==> config.mk <==
export PLATFORM = sky130hd
export DESIGN_NAME = mem_port_arbiter_flat
export DESIGN_NICKNAME = d
export VERILOG_FILES = /design/src/rtl/mem_port_arbiter_if.sv /design/src/rtl/mem_port_arbiter.sv /design/src/flat_wrapper.sv
export SDC_FILE = /design/constraint.sdc
export NUM_CORES = 1
export LEC_CHECK = 0
export CAP_MARGIN = 25
export CORE_MARGIN = 1.5
export CORE_UTILIZATION = 40
export CTS_CLUSTER_SIZE = 14
export DETAILED_ROUTE_END_ITERATION = 10
export PLACE_DENSITY = 0.88
export SYNTH_ARGS = -nofsm -noshare
export SYNTH_HDL_FRONTEND = slang
export SYNTH_SLANG_ARGS = --single-unit
==> constraint.sdc <==
create_clock -name clk -period 1.8 [get_ports clk]
set_input_delay 0.36 -clock clk [delete_from_list [all_inputs] [get_ports clk]]
set_output_delay 0.36 -clock clk [all_outputs]
set_load 0.05 [all_outputs]
==> src/rtl/mem_port_arbiter_if.sv <==
// Bundle of requester, memory and status signals around the shared memory port.
interface mem_port_arbiter_if;
  logic        i_req;
  logic [31:0] i_addr;
  logic        d_req;
  logic        d_write;
  logic [1:0]  d_size;
  logic [31:0] d_addr;
  logic [31:0] d_wdata;
  logic        mem_ready_n;
  logic [31:0] mem_rdata;
  logic        mem_req;
  logic        mem_write;
  logic [1:0]  mem_size;
  logic [31:0] mem_addr;
  logic [31:0] mem_wdata;
  logic [31:0] i_rdata;
  logic        i_valid;
  logic [31:0] d_rdata;
  logic        d_valid;
  logic        i_stall;
  logic        d_stall;
  logic        timeout_err;

  // arbiter side
  modport slave (
    input  i_req, i_addr, d_req, d_write, d_size, d_addr, d_wdata,
           mem_ready_n, mem_rdata,
    output mem_req, mem_write, mem_size, mem_addr, mem_wdata,
           i_rdata, i_valid, d_rdata, d_valid, i_stall, d_stall, timeout_err
  );

  // pipeline / memory model side
  modport master (
    output i_req, i_addr, d_req, d_write, d_size, d_addr, d_wdata,
           mem_ready_n, mem_rdata,
    input  mem_req, mem_write, mem_size, mem_addr, mem_wdata,
           i_rdata, i_valid, d_rdata, d_valid, i_stall, d_stall, timeout_err
  );
endinterface

==> src/rtl/mem_port_arbiter.sv <==
// Shares one memory port between fetch (I) and load/store (D).
// D wins ties unless it was granted last; a completing access hands the port
// straight to a waiting other side; a watchdog abandons hung accesses.
module mem_port_arbiter #(
  parameter int TIMEOUT = 64
) (
  input logic             clk,
  input logic             rst,
  mem_port_arbiter_if.slave bus
);

  localparam logic [1:0] IDLE   = 2'd0;
  localparam logic [1:0] BUSY_I = 2'd1;
  localparam logic [1:0] BUSY_D = 2'd2;

  localparam logic [15:0] CNT_LAST = 16'(TIMEOUT - 1);

  logic [1:0]  state;
  logic [15:0] cnt;
  logic        last_d;  // 1: last grant went to D

  // Stalls are purely combinational so the pipeline unfreezes in the valid cycle.
  assign bus.i_stall = bus.i_req & ~bus.i_valid;
  assign bus.d_stall = bus.d_req & ~bus.d_valid;

  // Arbitration FSM, registered memory command and completion/watchdog handling.
  always_ff @(posedge clk) begin
    if (rst) begin
      state           <= IDLE;
      cnt             <= '0;
      last_d          <= 1'b1;
      bus.mem_req     <= 1'b0;
      bus.mem_write   <= 1'b0;
      bus.mem_size    <= 2'b00;
      bus.mem_addr    <= '0;
      bus.mem_wdata   <= '0;
      bus.i_rdata     <= '0;
      bus.d_rdata     <= '0;
      bus.i_valid     <= 1'b0;
      bus.d_valid     <= 1'b0;
      bus.timeout_err <= 1'b0;
    end else begin
      bus.i_valid <= 1'b0;
      bus.d_valid <= 1'b0;
      case (state)
        IDLE: begin
          cnt <= '0;
          if (bus.d_req && (!bus.i_req || !last_d)) begin
            state         <= BUSY_D;
            bus.mem_req   <= 1'b1;
            bus.mem_write <= bus.d_write;
            bus.mem_size  <= bus.d_size;
            bus.mem_addr  <= bus.d_addr;
            bus.mem_wdata <= bus.d_wdata;
          end else if (bus.i_req) begin
            state         <= BUSY_I;
            bus.mem_req   <= 1'b1;
            bus.mem_write <= 1'b0;
            bus.mem_size  <= 2'b00;
            bus.mem_addr  <= bus.i_addr;
            bus.mem_wdata <= '0;
          end
        end
        BUSY_I: begin
          if (!bus.mem_ready_n) begin
            bus.i_valid <= 1'b1;
            bus.i_rdata <= bus.mem_rdata;
            last_d      <= 1'b0;
            cnt         <= '0;
            // hand over without an idle bubble; mem_req stays high
            if (bus.d_req) begin
              state         <= BUSY_D;
              bus.mem_write <= bus.d_write;
              bus.mem_size  <= bus.d_size;
              bus.mem_addr  <= bus.d_addr;
              bus.mem_wdata <= bus.d_wdata;
            end else begin
              state       <= IDLE;
              bus.mem_req <= 1'b0;
            end
          end else if (cnt == CNT_LAST) begin
            state           <= IDLE;
            bus.mem_req     <= 1'b0;
            bus.i_valid     <= 1'b1;
            bus.i_rdata     <= '0;
            bus.timeout_err <= 1'b1;
            last_d          <= 1'b0;
            cnt             <= '0;
          end else begin
            cnt <= cnt + 16'd1;
          end
        end
        BUSY_D: begin
          if (!bus.mem_ready_n) begin
            bus.d_valid <= 1'b1;
            // stores leave the previous load data visible
            if (!bus.mem_write) bus.d_rdata <= bus.mem_rdata;
            last_d      <= 1'b1;
            cnt         <= '0;
            if (bus.i_req) begin
              state         <= BUSY_I;
              bus.mem_write <= 1'b0;
              bus.mem_size  <= 2'b00;
              bus.mem_addr  <= bus.i_addr;
              bus.mem_wdata <= '0;
            end else begin
              state       <= IDLE;
              bus.mem_req <= 1'b0;
            end
          end else if (cnt == CNT_LAST) begin
            state           <= IDLE;
            bus.mem_req     <= 1'b0;
            bus.d_valid     <= 1'b1;
            bus.d_rdata     <= '0;
            bus.timeout_err <= 1'b1;
            last_d          <= 1'b1;
            cnt             <= '0;
          end else begin
            cnt <= cnt + 16'd1;
          end
        end
        default: begin
          state       <= IDLE;
          bus.mem_req <= 1'b0;
          cnt         <= '0;
        end
      endcase
    end
  end

endmodule

==> src/flat_wrapper.sv <==
// flat-port wrapper written by rule: the top's interface ports become plain ports
module mem_port_arbiter_flat 
#(
  parameter int TIMEOUT = 64
)
  (clk, rst, bus_i_req, bus_i_addr, bus_d_req, bus_d_write, bus_d_size, bus_d_addr, bus_d_wdata, bus_mem_ready_n, bus_mem_rdata, bus_mem_req, bus_mem_write, bus_mem_size, bus_mem_addr, bus_mem_wdata, bus_i_rdata, bus_i_valid, bus_d_rdata, bus_d_valid, bus_i_stall, bus_d_stall, bus_timeout_err);
  mem_port_arbiter_if bus_i ();
  input logic clk;
  input logic rst;
  input wire logic [$bits(bus_i.i_req)-1:0] bus_i_req;
  input wire logic [$bits(bus_i.i_addr)-1:0] bus_i_addr;
  input wire logic [$bits(bus_i.d_req)-1:0] bus_d_req;
  input wire logic [$bits(bus_i.d_write)-1:0] bus_d_write;
  input wire logic [$bits(bus_i.d_size)-1:0] bus_d_size;
  input wire logic [$bits(bus_i.d_addr)-1:0] bus_d_addr;
  input wire logic [$bits(bus_i.d_wdata)-1:0] bus_d_wdata;
  input wire logic [$bits(bus_i.mem_ready_n)-1:0] bus_mem_ready_n;
  input wire logic [$bits(bus_i.mem_rdata)-1:0] bus_mem_rdata;
  output wire logic [$bits(bus_i.mem_req)-1:0] bus_mem_req;
  output wire logic [$bits(bus_i.mem_write)-1:0] bus_mem_write;
  output wire logic [$bits(bus_i.mem_size)-1:0] bus_mem_size;
  output wire logic [$bits(bus_i.mem_addr)-1:0] bus_mem_addr;
  output wire logic [$bits(bus_i.mem_wdata)-1:0] bus_mem_wdata;
  output wire logic [$bits(bus_i.i_rdata)-1:0] bus_i_rdata;
  output wire logic [$bits(bus_i.i_valid)-1:0] bus_i_valid;
  output wire logic [$bits(bus_i.d_rdata)-1:0] bus_d_rdata;
  output wire logic [$bits(bus_i.d_valid)-1:0] bus_d_valid;
  output wire logic [$bits(bus_i.i_stall)-1:0] bus_i_stall;
  output wire logic [$bits(bus_i.d_stall)-1:0] bus_d_stall;
  output wire logic [$bits(bus_i.timeout_err)-1:0] bus_timeout_err;
  assign bus_i.i_req = bus_i_req;
  assign bus_i.i_addr = bus_i_addr;
  assign bus_i.d_req = bus_d_req;
  assign bus_i.d_write = bus_d_write;
  assign bus_i.d_size = bus_d_size;
  assign bus_i.d_addr = bus_d_addr;
  assign bus_i.d_wdata = bus_d_wdata;
  assign bus_i.mem_ready_n = bus_mem_ready_n;
  assign bus_i.mem_rdata = bus_mem_rdata;
  assign bus_mem_req = bus_i.mem_req;
  assign bus_mem_write = bus_i.mem_write;
  assign bus_mem_size = bus_i.mem_size;
  assign bus_mem_addr = bus_i.mem_addr;
  assign bus_mem_wdata = bus_i.mem_wdata;
  assign bus_i_rdata = bus_i.i_rdata;
  assign bus_i_valid = bus_i.i_valid;
  assign bus_d_rdata = bus_i.d_rdata;
  assign bus_d_valid = bus_i.d_valid;
  assign bus_i_stall = bus_i.i_stall;
  assign bus_d_stall = bus_i.d_stall;
  assign bus_timeout_err = bus_i.timeout_err;
  mem_port_arbiter #(.TIMEOUT(TIMEOUT)) u_core (.clk(clk), .rst(rst), .bus(bus_i));
endmodule
Word level (Yosys, flattened, before mapping). Index checks and enable logic that the tools add are counted.

Flip-flop bits (word level): 154. Input bits: 136. Output and inout bits: 137. Logic and storage cells: 103.

$add $sub $neg: 1. Equality and inequality tests: 13. Muxes and demuxes: 51. Bitwise operators: 8. Reduce and logical (&&, ||, !) cells: 17.

Operators by type and width (number): 32-bit two-way mux (14); 32-bit one-hot mux with 3 select lines (2); 2-bit two-way mux (11); 1-bit two-way mux (19); 16-bit by 1-bit adder with 16-bit output, second input constant (1); 16-bit by 6-bit equality test with 1-bit output, second input constant (1); 2-bit one-hot mux with 3 select lines (2); 3-bit AND reduction (4); 3-bit by 2-bit != test with 1-bit output, second input constant (3); 2-bit != test, second input constant (4); 3-bit != test, second input constant (2); 1-bit inverter (6); 1-bit one-hot mux with 3 select lines (2); 2-bit OR reduction (3); 4-bit AND reduction (1); 4-bit OR reduction (1); 3-bit nonzero test (1); 1-bit bitwise AND (2); 2-bit by 1-bit equality test with 1-bit output, second input constant (1); 2-bit equality test, second input constant (1); 1-bit logical NOT (2); 2-bit logical NOT (1); 2-bit by 1-bit != test with 1-bit output, second input constant (1); 1-bit one-hot mux with 2 select lines (1); 4 further kinds (4).

Depth between registers and ports, before layout.
Depth after elaboration: 5. Depth in mapped cells: 9. Mapped depth without buffers: 6.

Worst setup path before layout. Ideal clock, no wire load.

Kind: reg-to-reg. Start: register u_core.state[0]. End: register u_core.bus.mem_wdata[10]. Setup time: 0.070 ns. Data arrival time: 1.858 ns. Required time: 1.730 ns. Path slack: -0.128 ns. Stages on the path, launching flop included: 8. Buffers on the path: 1. Clock period less this slack: 1.928 ns. Path through: dfxtp_1 -> inv_1 -> ha_1 -> nor2b_1 -> a211oi_4 -> clkbuf_1 -> o31ai_1 -> a21oi_1.

Cells in the longest elaborated chain, start to end: 3. Elaborated cells on any way between the ends: 9. Those cells by class: eq/ne: 5; mux: 1; reduce/logical: 3.

RTL lines: start: declaration (line mem_port_arbiter.sv:18) `logic [1:0] state;`; start signal: assignment (line mem_port_arbiter.sv:29) `state <= IDLE;`; start signal: assignment (line mem_port_arbiter.sv:49) `state <= BUSY_D;`; start signal: assignment (line mem_port_arbiter.sv:56) `state <= BUSY_I;`; 2-bit equality test, or another cell as far along (line mem_port_arbiter.sv:45) `case (state)`; 2-bit != test (no source line) or 3-bit nonzero test (tied branches); 4-bit AND reduction (no source line); end signal: assignment (line mem_port_arbiter.sv:54) `bus.mem_wdata <= bus.d_wdata;`; end signal: assignment (line mem_port_arbiter.sv:76) `bus.mem_wdata <= bus.d_wdata;`; end: declaration (line mem_port_arbiter_if.sv:29) `output mem_req, mem_write, mem_size, mem_addr, mem_wdata,`.

Several ways; a longest one is shown, not always the timed one. A chain may end at the register's enable or synchronous reset.

Worst setup path in the final report.
Start: register u_core.state[1]. End: register u_core.bus.mem_addr[31].

Cells in the longest elaborated chain, start to end: 3. Elaborated cells on any way between the ends: 9. Those cells by class: eq/ne: 5; mux: 1; reduce/logical: 3.

RTL lines: 2-bit equality test, or another cell as far along (line mem_port_arbiter.sv:45); 2-bit != test (no source line) or 3-bit nonzero test (tied branches); 4-bit AND reduction (no source line); end signal: assignment (line mem_port_arbiter.sv:53) `bus.mem_addr <= bus.d_addr;`; end signal: assignment (line mem_port_arbiter.sv:60) `bus.mem_addr <= bus.i_addr;`; end signal: assignment (line mem_port_arbiter.sv:75) `bus.mem_addr <= bus.d_addr;`; end: declaration (line mem_port_arbiter_if.sv:29).

Several ways; a longest one is shown, not always the timed one.

==> flow_summary_export.csv <==
group,metric,value,unit
power_and_ir_drop,internal_power,0.00678,W
timing,max_clock_freq,0.555,GHz
timing,max_slew_margin,68.4,%
power_and_ir_drop,worst_vdd_rail_ir_drop,0.663,mV
power_and_ir_drop,power.net_switching,0.00329,W
yosys,synth.lib_cells_used.distinct,53,
yosys,async_reset_ff_share,0,%
setup_path,timing.critical_path.arrival,2.15,ns
clock_network,cts.path.max_buffers,2,
power_and_ir_drop,finalPower,0.0101,W
setup_path,critical_path.endpoint_type,"register",
cells_and_area,synthToLayoutAreaGrowth,55.8,%
floorplanning,floorplan.initialDensity,41.1,%
timing,totalNegativeSetupSlack,-0.00600,ns
routing,route.antenna.remaining_nets,0,
routing,detailroute.via_count,6929,
yosys,synth_sequential_area_ratio,44.9,%
cells_and_area,utilization_after_layout,64.0,%
yosys,postSynthNetCount,880,
power_and_ir_drop,power_per_unit_of_standard_cell_area,941,nW/µm²
timing,layout_setup_ws,-0.00302,ns
yosys,number_of_flops_mapped_to_enable_cells_by_yosys,0,
timing,finalHoldViolCount,0,
yosys,avgSynthCellArea,9.29,µm²
clock_network,cell_at_the_root_of_the_clock_tree,"clkbuf_16",
global_route,antenna_found_initial,2,
floorplanning,placeableCoreArea,16700,µm²
clock_network,cts_tree,"built",
routing,remaining_drc_errors,0,
yosys,synth-compound-area-share,29.0,%
run,timing.max_cap.violations,0,
global_route,first_global_vias,6846,
floorplanning,die_h,134,µm
routing,routed_wirelength,22800,µm
placed_design,hpwl,15500,µm
clock_network,cts.clk_slew.worst_paths,0.07,ns
power_and_ir_drop,clock_power_share,35.7,%
yosys,yosysWarningCount,0,
timing,unrepaired_setup_endpoints_after_global_routing,"true",
floorplanning,die_width,134,µm
outcome,run_status,"finished with violations",
global_route,first_pass_grt_wire_length,34700,µm
routing,drt_pre_antenna_iters,7,
yosys,yosys.area_share.adder,0.911,%
yosys,synth_top_family_by_area,"compound AO/OA/AOI/OAI gates",
timing,hold_ws,0.417,ns
cells_and_area,layout.area.seq,3090,µm²
yosys,post_synth_inst_count,739,
floorplanning,design.portCount,273,
setup_path,path_max_fanout,8,
min_path,holdCritPathClass,"input pin to register",
cells_and_area,multi_input_comb_area,3300,µm²
yosys,post_synthesis_instance_area,6870,µm²
global_route,globalRouteOverflowTotal,0,
timing,fin_skew,0.00789,ns
placed_design,port_buffers,272,
clock_network,tritoncts.num_buffers,17,
setup_path,cp-start-kind,"register",
clock_network,clk-insertion-delay-late,0.42,ns
clock_network,numClockSinks,154,
power_and_ir_drop,seq_power_share,37.5,%
global_route,grt_start_max_net_pins,46,
timing,slew_viol_final,0,
timing,max_slew.worst_pin.slew,0.474,ns
routing,drt_iter0_markers,475,
floorplanning,die-area,18000,µm²
power_and_ir_drop,power.leakage,4.38,nW
yosys,synthXorXnorAreaFrac,1.66,%
timing,setup_violations,2,
yosys,post_synth_mux_area_share,0.364,%
clock_network,cts_hold_bufs,0,
setup_path,worst_ep_required_time,2.15,ns
cells_and_area,post_route_cells_drive_above_1_share,28.7,%
yosys,ys_ff_latch,154,
placed_design,detailedPlace.worstSlack,-0.372,ns
routing,drt-vias-per-instance,5.54,
outcome,failing_checks,"setup timing",
floorplanning,number_of_core_rows,47,
yosys,synthSimpleGateAreaFrac,14.1,%
cells_and_area,n_fill_cell,1349,
placed_design,gp_congestion,0.885,
power_and_ir_drop,combinationalPowerShare,26.8,%
power_and_ir_drop,swShare,32.7,%
routing,avgRoutedWirePerCell,18.2,µm
setup_path,timing.setup.critical_path_class,"register to register",
yosys,ys.flop_type,"dfxtp_1",
timing,final_min_period_over_clock_period,100,%
clock_network,htree_levels,4,
timing,final_period_minus_worst_setup_slack,1.80,ns
cells_and_area,final_net_count,1157,
global_route,gr-usage-all-layers,24.1,%
[power by group through the flow]
stage          clock network (W)  registers [W]  logic, W
2_1_floorplan                  0        0.00457  0.000829
3_3_place_gp                   0        0.00383   0.00255
3_5_place_dp                   0        0.00384   0.00258
4_1_cts                  0.00365        0.00377   0.00262
5_1_grt                  0.00380        0.00380   0.00283
6_report                 0.00359        0.00378   0.00270
[registers in the layout (all words and copies together), names as in the netlist]
name	flops
u_core.bus.mem_write	1
u_core.bus.timeout_err	1
u_core.bus.mem_req	1
u_core.last_d	1
u_core.cnt	16
u_core.state	2
u_core.bus.d_valid	1
u_core.bus.d_rdata	32
u_core.bus.mem_size	2
u_core.bus.mem_addr	32
u_core.bus.i_valid	1
u_core.bus.mem_wdata	32
u_core.bus.i_rdata	32
[critical path: stages (launching register included)]
cell and delay (ns):
dfxtp_2 0.35, inv_4 0.05, ha_4 0.28, inv_4 0.05, buf_12 0.12, a2111oi_4 0.29, buf_6 0.21, clkbuf_16 0.17
nand4_1 0.13, o221ai_2 0.08
[path summary, 6_finish.rpt]
check                        from                      end  slack (ns)  cells after the start
setup / recovery  u_core.state[1]  u_core.bus.mem_addr[31]      -0.003                      9
hold / removal                rst            u_core.last_d        0.42                      3
setup reg to reg  u_core.state[1]  u_core.bus.mem_addr[31]      -0.003                      9
hold reg to reg     u_core.cnt[0]            u_core.cnt[0]        0.46                      1
[timing repair]
item,4_1_cts,5_1_grt
endpoints found under the hold margin,0,0
buffers inserted,1,0
gates resized for setup,8,19
setup endpoints to repair,57,99
gates cloned,1,5
pin swaps,0,24
[Yosys cell counts (2+ instances only)]
cell,number,share of area [%]
a22o_1,33,4.2
nor4_2,2,0.36
buf_6,4,0.66
nor3_1,3,0.22
nor2_1,20,1.1
xor2_1,7,0.89
ha_1,5,0.91
o211ai_1,32,3.5
o221ai_2,30,6.6
inv_1,73,4.0
a21oi_1,106,7.7
dfxtp_1,154,45
and3_1,2,0.18
nand2_1,5,0.27
o221ai_1,2,0.26
xnor2_1,6,0.77
clkbuf_1,47,2.6
buf_2,16,1.2
o21ai_0,4,0.29
and4_1,2,0.26
buf_4,4,0.44
nand4_1,74,6.7
nand4_2,2,0.36
nor2b_1,37,3.4
nand3_1,5,0.36
inv_2,2,0.11
o31ai_1,36,3.9
[cell families after synthesis]
kind of cell	after synthesis
flops	154
simple gates	160
compound gates	257
fa+ha+maj	5
buf+inv	148
mux	2
xor+xnor	13
[per-layer routing]
| metal | share of wire, % | global-route usage, % |
|---|---|---|
| met1 | 40 | 28.8 |
| met2 | 50 | 41.5 |
| met3 | 6.4 | 5.44 |
| met4 | 3.5 | 10.5 |
| met5 | 0 | 0 |
[through the flow]
stage	cells	cell area, µm²
5_1_grt	1250	10700
6_report	1250	10700
3_3_place_gp	1210	9820
2_1_floorplan	739	6920
3_5_place_dp	1210	9820
4_1_cts	1244	10500
[cell type report]
| cell class | count | share of cell area, % |
|---|---|---|
| clock inverters | 15 | 1.54 |
| flip-flops and latches | 154 | 28.9 |
| multi-input cells | 437 | 30.9 |
| diodes | 1 | 0.0234 |
| repair buffers | 331 | 29.5 |
| inverters | 75 | 2.68 |
| clock buffers | 17 | 3.98 |
| well taps | 220 | 2.57 |
[cell usage in the layout (no fill, tap or decap), drive strengths merged, types with 6 or more instances in the layout]
cell type,instances
xor2,7
xnor2,6
clkbuf,22
nand4,76
o31ai,37
nor2,20
o221ai,32
dfxtp,154
o211ai,32
nor2b,37
clkinvlp,6
inv,80
clkdlybuf4s50,133
buf,192
a22o,33
a21oi,107
Note: power is estimated with default switching activity, not from simulation.
